$ cat src/rtl/regfile_read_arbiter.sv
// regfile_read_arbiter
//   Round-robin arbiter that shares one register-file read port among N_REQ
//   requesters. A grant loads the address stage (S1), which drives RD_REG. On
//   the next edge the sampled data moves into the response stage (S2) with
//   the owning requester ID. A write to the same register in that cycle is
//   forwarded, and r0 can be forced to read as zero.
//
// Ports
//   CLK, RESET_N          clock, asynchronous active-low reset
//   REQ_VALID/REQ_REG     per-requester request and 5-bit register index
//   REQ_READY             one-hot (or zero) grant, combinational
//   RD_REG / DATA_READ    read-port address out and combinational data in
//   WR_EN/WR_REG/WR_DATA  same-cycle regfile write, used for forwarding
//   RSP_VALID/ID/DATA     registered response, held while stalled
//   RSP_READY             response consumer accept
//   BUSY                  either pipeline stage occupied
`timescale 1ns/1ps
module regfile_read_arbiter #(
  parameter int unsigned N_REQ   = 4,
  parameter int unsigned ID_W    = 2,
  parameter bit          ZERO_R0 = 1'b1,
  parameter bit          BYPASS  = 1'b1
) (
  input  logic                  CLK,
  input  logic                  RESET_N,
  input  logic [N_REQ-1:0]      REQ_VALID,
  input  logic [5*N_REQ-1:0]    REQ_REG,
  output logic [N_REQ-1:0]      REQ_READY,
  output logic [4:0]            RD_REG,
  input  logic [31:0]           DATA_READ,
  input  logic                  WR_EN,
  input  logic [4:0]            WR_REG,
  input  logic [31:0]           WR_DATA,
  output logic                  RSP_VALID,
  output logic [ID_W-1:0]       RSP_ID,
  output logic [31:0]           RSP_DATA,
  input  logic                  RSP_READY,
  output logic                  BUSY
);

  localparam int unsigned REG_W  = 5;
  localparam int unsigned DATA_W = 32;

  typedef struct packed {
    logic              valid;
    logic [ID_W-1:0]   id;
    logic [REG_W-1:0]  rg;
  } s1_t;

  typedef struct packed {
    logic              valid;
    logic [ID_W-1:0]   id;
    logic [DATA_W-1:0] data;
  } s2_t;

  s1_t              s1_q;
  s2_t              s2_q;
  logic [ID_W-1:0]  rr_ptr_q;

  logic             s2_free;
  logic             adv1;
  logic             grant_found;
  logic [ID_W-1:0]  grant_id;
  logic [REG_W-1:0] grant_reg;
  logic             grant;
  logic [ID_W-1:0]  rr_next;
  logic [DATA_W-1:0] s1_data;

  assign s2_free = !s2_q.valid || RSP_READY;
  assign adv1    = !s1_q.valid || s2_free;

  // Round-robin search starting at rr_ptr_q, wrapping mod N_REQ.
  always_comb begin
    grant_found = 1'b0;
    grant_id    = '0;
    grant_reg   = '0;
    for (int unsigned k = 0; k < N_REQ; k++) begin
      int unsigned idx;
      idx = (32'(rr_ptr_q) + k) % N_REQ;
      if (!grant_found && REQ_VALID[idx]) begin
        grant_found = 1'b1;
        grant_id    = ID_W'(idx);
        grant_reg   = REQ_REG[REG_W*idx +: REG_W];
      end
    end
  end

  assign grant     = grant_found && adv1;
  assign REQ_READY = (grant && RESET_N) ? (N_REQ'(1) << grant_id) : '0;
  assign rr_next   = (grant_id == ID_W'(N_REQ - 1)) ? '0 : grant_id + ID_W'(1);

  // Read data for the register held in S1: r0 zeroing, then write forwarding.
  always_comb begin
    s1_data = DATA_READ;
    if (ZERO_R0 && (s1_q.rg == '0)) begin
      s1_data = '0;
    end else if (BYPASS && WR_EN && (WR_REG == s1_q.rg) && (WR_REG != '0)) begin
      s1_data = WR_DATA;
    end
  end

  // Address stage and round-robin pointer.
  always_ff @(posedge CLK or negedge RESET_N) begin
    if (!RESET_N) begin
      s1_q     <= '0;
      rr_ptr_q <= '0;
    end else begin
      if (adv1) begin
        s1_q.valid <= grant;
        if (grant) begin
          s1_q.id  <= grant_id;
          s1_q.rg  <= grant_reg;
        end
      end
      if (grant) begin
        rr_ptr_q <= rr_next;
      end
    end
  end

  // Response stage; payload only changes when something moves in.
  always_ff @(posedge CLK or negedge RESET_N) begin
    if (!RESET_N) begin
      s2_q <= '0;
    end else if (s2_free) begin
      s2_q.valid <= s1_q.valid;
      if (s1_q.valid) begin
        s2_q.id   <= s1_q.id;
        s2_q.data <= s1_data;
      end
    end
  end

  assign RD_REG    = s1_q.valid ? s1_q.rg : '0;
  assign RSP_VALID = s2_q.valid;
  assign RSP_ID    = s2_q.id;
  assign RSP_DATA  = s2_q.data;
  assign BUSY      = s1_q.valid || s2_q.valid;

endmodule

$ cat config.mk
export PLATFORM = sky130hd
export DESIGN_NAME = regfile_read_arbiter
export DESIGN_NICKNAME = d
export VERILOG_FILES = /design/src/rtl/regfile_read_arbiter.sv
export SDC_FILE = /design/constraint.sdc
export NUM_CORES = 1
export LEC_CHECK = 0
export ABC_AREA = 1
export BUFFER_PORTS_ARGS = -buffer_cell sky130_fd_sc_hd__buf_2
export CORE_MARGIN = 2
export CORE_UTILIZATION = 49
export DETAILED_ROUTE_END_ITERATION = 12
export PLACE_DENSITY = 0.88
export SLEW_MARGIN = 0
export SYNTH_ARGS = -nofsm -noshare
export SYNTH_HDL_FRONTEND = slang
export SYNTH_SLANG_ARGS = --single-unit
$ cat constraint.sdc
create_clock -name CLK -period 2.6 [get_ports CLK]
set_input_delay 0.65 -clock CLK [delete_from_list [all_inputs] [get_ports CLK]]
set_output_delay 0.65 -clock CLK [all_outputs]
set_load 0.05 [all_outputs]
==> results.rst <==
.. list-table::
   :header-rows: 1

   * - Metric
     - Value
   * - FF-to-FF End
     - s1_q[3]
   * - Overall die width
     - 86.8 um
   * - Maximum vdd drop
     - ~1.1 mV
   * - RSZ-0062 raised after global routing
     - yes
   * - Cell variety after synth
     - 27
   * - Data arrival time of the critical path
     - 2190 ps
   * - Final Slew Violations
     - 0
   * - Setup crit end
     - REQ_READY[1]
   * - Part of the Yosys area used for sequential elements
     - 33.5%
   * - Multi-input combinational cell area
     - just under 2000 um^2
   * - Remaining antenna violation count
     - 0
   * - Internal cell power
     - 2990 uW
   * - Via-to-Cell Ratio
     - 4.95
   * - Tcrit/Tclk final
     - 109%
   * - Average size of a mapped cell
     - 6.09 um^2
   * - Critical Path Stages
     - 13
   * - Violated checks
     - setup timing
   * - Non-filler instance count after layout
     - 802
   * - Synthesized Nets
     - ~650
   * - Clk network pwr share
     - between 6 and 7%
   * - Static leakage power
     - 0.00283 uW
   * - Yosys synthesis warning count
     - 0
   * - Clock root buffer
     - clkbuf_8
   * - Worst Setup Slack, final
     - -237 ps
   * - Class of the tightest hold or removal check
     - in -> async
   * - Longest individual stage delay on the worst path
     - 470 ps
   * - Number of design rule violations left after detail routing
     - 0
   * - Floorplan Core Area
     - 6720 um^2
   * - Count of input and output buffers
     - 141
   * - Number of levels the H-tree was split into
     - 2
   * - Buffer and inverter count on the worst path
     - 5
   * - Fraction of synthesized cell area taken by the top area cell type
     - 33.5%
   * - Logic pwr share
     - approximately three quarters
   * - Fraction of layout instances using a drive strength above 1
     - a little over a third
   * - Worst Reg-to-Reg Cells
     - 12
   * - Critical path's slowest cell
     - dfrtp_2
   * - Area Overhead vs Synth
     - 38.2%
   * - Clock tree skew after final layout
     - 14.7 ps
   * - Clock latency at the later pin of the worst-skew pair
     - 310 ps
   * - HPWL reported at the end of detailed placement
     - 7.58 mm
   * - Worst-Margin Slew
     - ~570 ps
   * - Residual overflow from global routing
     - 0
   * - TritonCTS clock tree
     - built
   * - Total clock buffers created by CTS
     - 5
   * - Clk pin slew, worst setup/hold paths
     - around 90 ps
   * - Net count of the finished layout
     - 822
   * - Routability-driven placement congestion ratio
     - 0.894
   * - Global-route wire length before repair
     - 15.7 mm
   * - Crit. End Element
     - output port
   * - Sinks on Clock Net
     - 45
   * - Number of cells in the design after placement
     - 776
   * - WHS
     - 480 ps
   * - Global router's overall resource usage
     - 26.2%
   * - Proportion of power drawn by flip-flops and latches
     - a little under a fifth
   * - Starting Density
     - 50.0%
   * - Overall die area
     - 7530 um^2
   * - Setup CP Type
     - reg -> out
   * - Boundary Pins
     - between 100 and 150
   * - Average wire length per cell after detail routing
     - roughly 13 um
   * - Number of antenna cells inserted
     - 0
   * - Achievable clock frequency
     - between 300 and 400 MHz
   * - Height of the die
     - roughly 87 um
   * - Count of routing violations after the opening detailed-route iteration
     - 322
   * - Startpoint types
     - register
   * - Post-Syn Area
     - 3360 um^2
   * - Family with the most delay on the worst path
     - simple AND/OR/NAND/NOR gates
   * - Crit Path Max Fanout
     - 8
   * - Worst path cell trace
     - buf_8, nand2_1, nand3_2, nand2_4, inv_1, a21oi_1, nand2_2, nand2_4, inv_2, ha_2, inv_2, nor2_4, buf_8
   * - Power per cell area
     - roughly 1500 nW/um^2
   * - Number of setup violations in the final report
     - 4
   * - Number of endpoints with negative hold slack in the final report
     - 0
   * - Largest net degree at the start of global routing
     - between 40 and 50
   * - Shortest clock period the worst path allows after layout
     - 2840 ps
   * - Initial antenna violation count
     - 0
   * - Number of instances in the synthesized netlist
     - around 550
   * - Slew headroom
     - 62.3%
   * - FF/Latch Area
     - 1130 um^2
   * - Run status
     - complete, but fails checks
   * - Via count of the first global-routing pass
     - 3,568
   * - Cell type with the largest total area after synthesis
     - dfrtp_1
   * - Routed WL
     - 10.1 mm
   * - Number of violations of the max-capacitance limit
     - 0
   * - Deepest clock path buffer count
     - 2
   * - Number of synthesized register bits
     - between 40 and 50
   * - Total of hold buffers inserted after clock tree synthesis
     - 0
   * - Launching point of the worst reg2reg path
     - rr_ptr_q[1]
   * - Share of total power consumed by net switching
     - 57.1%
   * - DR vias
     - 3,967
   * - Layout fillers
     - 574
   * - Data required, critical path
     - 1950 ps
   * - Critical path origin
     - rr_ptr_q[0]
   * - Reg-to-reg setup timing slack
     - roughly 610 ps
   * - Num rows
     - 30
   * - Sw power
     - 3980 uW
   * - Drt pass-1 iters
     - 10
   * - Main area contributors after synthesis
     - dfrtp_1, nand2_1, inv_1, nor2_1, o21ai_1
-- worst min-delay path by stage --
stage,end,slack [ps],startpoint
after global routing,RSP_DATA[30],510,RSP_DATA[30]
after floorplan,RSP_DATA[0],350,RESET_N
after detailed placement,RSP_ID[1],470,RSP_ID[1]
final,s1_q[7],480,RESET_N
after CTS,RSP_ID[1],490,RSP_ID[1]
after global placement,RSP_ID[0],460,RSP_ID[0]
-- metal layers --
metal / part of all wire (%) / up-vias / GRT usage [%]
li1: - / 2002 / -
met1: 41 / 1747 / 31.6
met2: 50 / 176 / 46.7
met3: 5.9 / 42 / 3.90
met4: 3.4 / 0 / 9.80
met5: 0 / - / 0
-- cells in the mapped netlist, drive strengths merged --
| cell type | number |
|---|---|
| a31oi | 5 |
| or2 | 1 |
| nor2 | 54 |
| xor2 | 1 |
| nand2 | 260 |
| o31ai | 1 |
| buf | 9 |
| inv | 75 |
| a21oi | 1 |
| nor3 | 1 |
| dfrtp | 45 |
| nand3 | 25 |
| ha | 4 |
| clkbuf | 15 |
| o21ai | 55 |
-- what timing repair did --
action / in CTS / in global routing
resized for setup: 34 / 17
pin swaps: 17 / 9
setup endpoints to repair: 4 / 4
gates cloned: 0 / 0
endpoints found under the hold margin: 0 / 0
setup buffers: 11 / 7
-- per-stage QoR --
step	worst slack (ps)	TNS [ps]	power (uW)	instance area (um^2)	utilization, %
floorplan	26.1	0	4630	3380	-
global placement	-159	-597	5730	4270	63.5
detailed placement	-275	-979	5870	4270	63.5
CTS	-228	-861	6700	4530	67.4
global route	-324	-1240	7470	4640	69.1
finish	-237	-897	6970	4640	69.1
-- kinds of logic (layout without fill, tap and decap cells) --
group / Yosys count / after routing / synth area share [%]
fa+ha+maj: 4 / 4 / 1.49
buf+inv: 99 / 269 / 12.1
xor+xnor: 1 / 1 / 0.261
compound gates: 62 / 62 / 9.83
flops: 45 / 45 / 33.5
simple gates: 341 / 341 / 42.8
-- power by group through the flow --
stage	clock network [uW]	logic (uW)	registers, uW
after floorplan	0	2480	2140
after global placement	0	4480	1260
after detailed placement	0	4580	1280
after CTS	461	4960	1280
after global routing	488	5660	1320
final	452	5230	1290
-- registers in the layout, indices dropped and copies added (netlist names) --
register	count
RSP_ID	2
rr_ptr_q	2
s1_q	8
RSP_DATA	32
RSP_VALID	1
-- area by class of cell --
type | instances | area share [%]
timing repair buffer | 186 | 23.4
clock buffer | 5 | 1.48
clock inverter | 3 | 0.458
inverter | 75 | 6.28
multi-input combinational | 408 | 41.9
tap | 80 | 2.16
sequential | 45 | 24.3
-- placed cells by master (no fill, tap or decap), drive strengths merged, types with 2 or more instances in the layout --
| master | count |
|---|---|
| nand2 | 260 |
| buf | 186 |
| inv | 75 |
| o21ai | 55 |
| nor2 | 54 |
| dfrtp | 45 |
| nand3 | 25 |
| a31oi | 5 |
| clkbuf | 5 |
| ha | 4 |
| clkinv | 2 |
(Power assumes the default switching activity.)
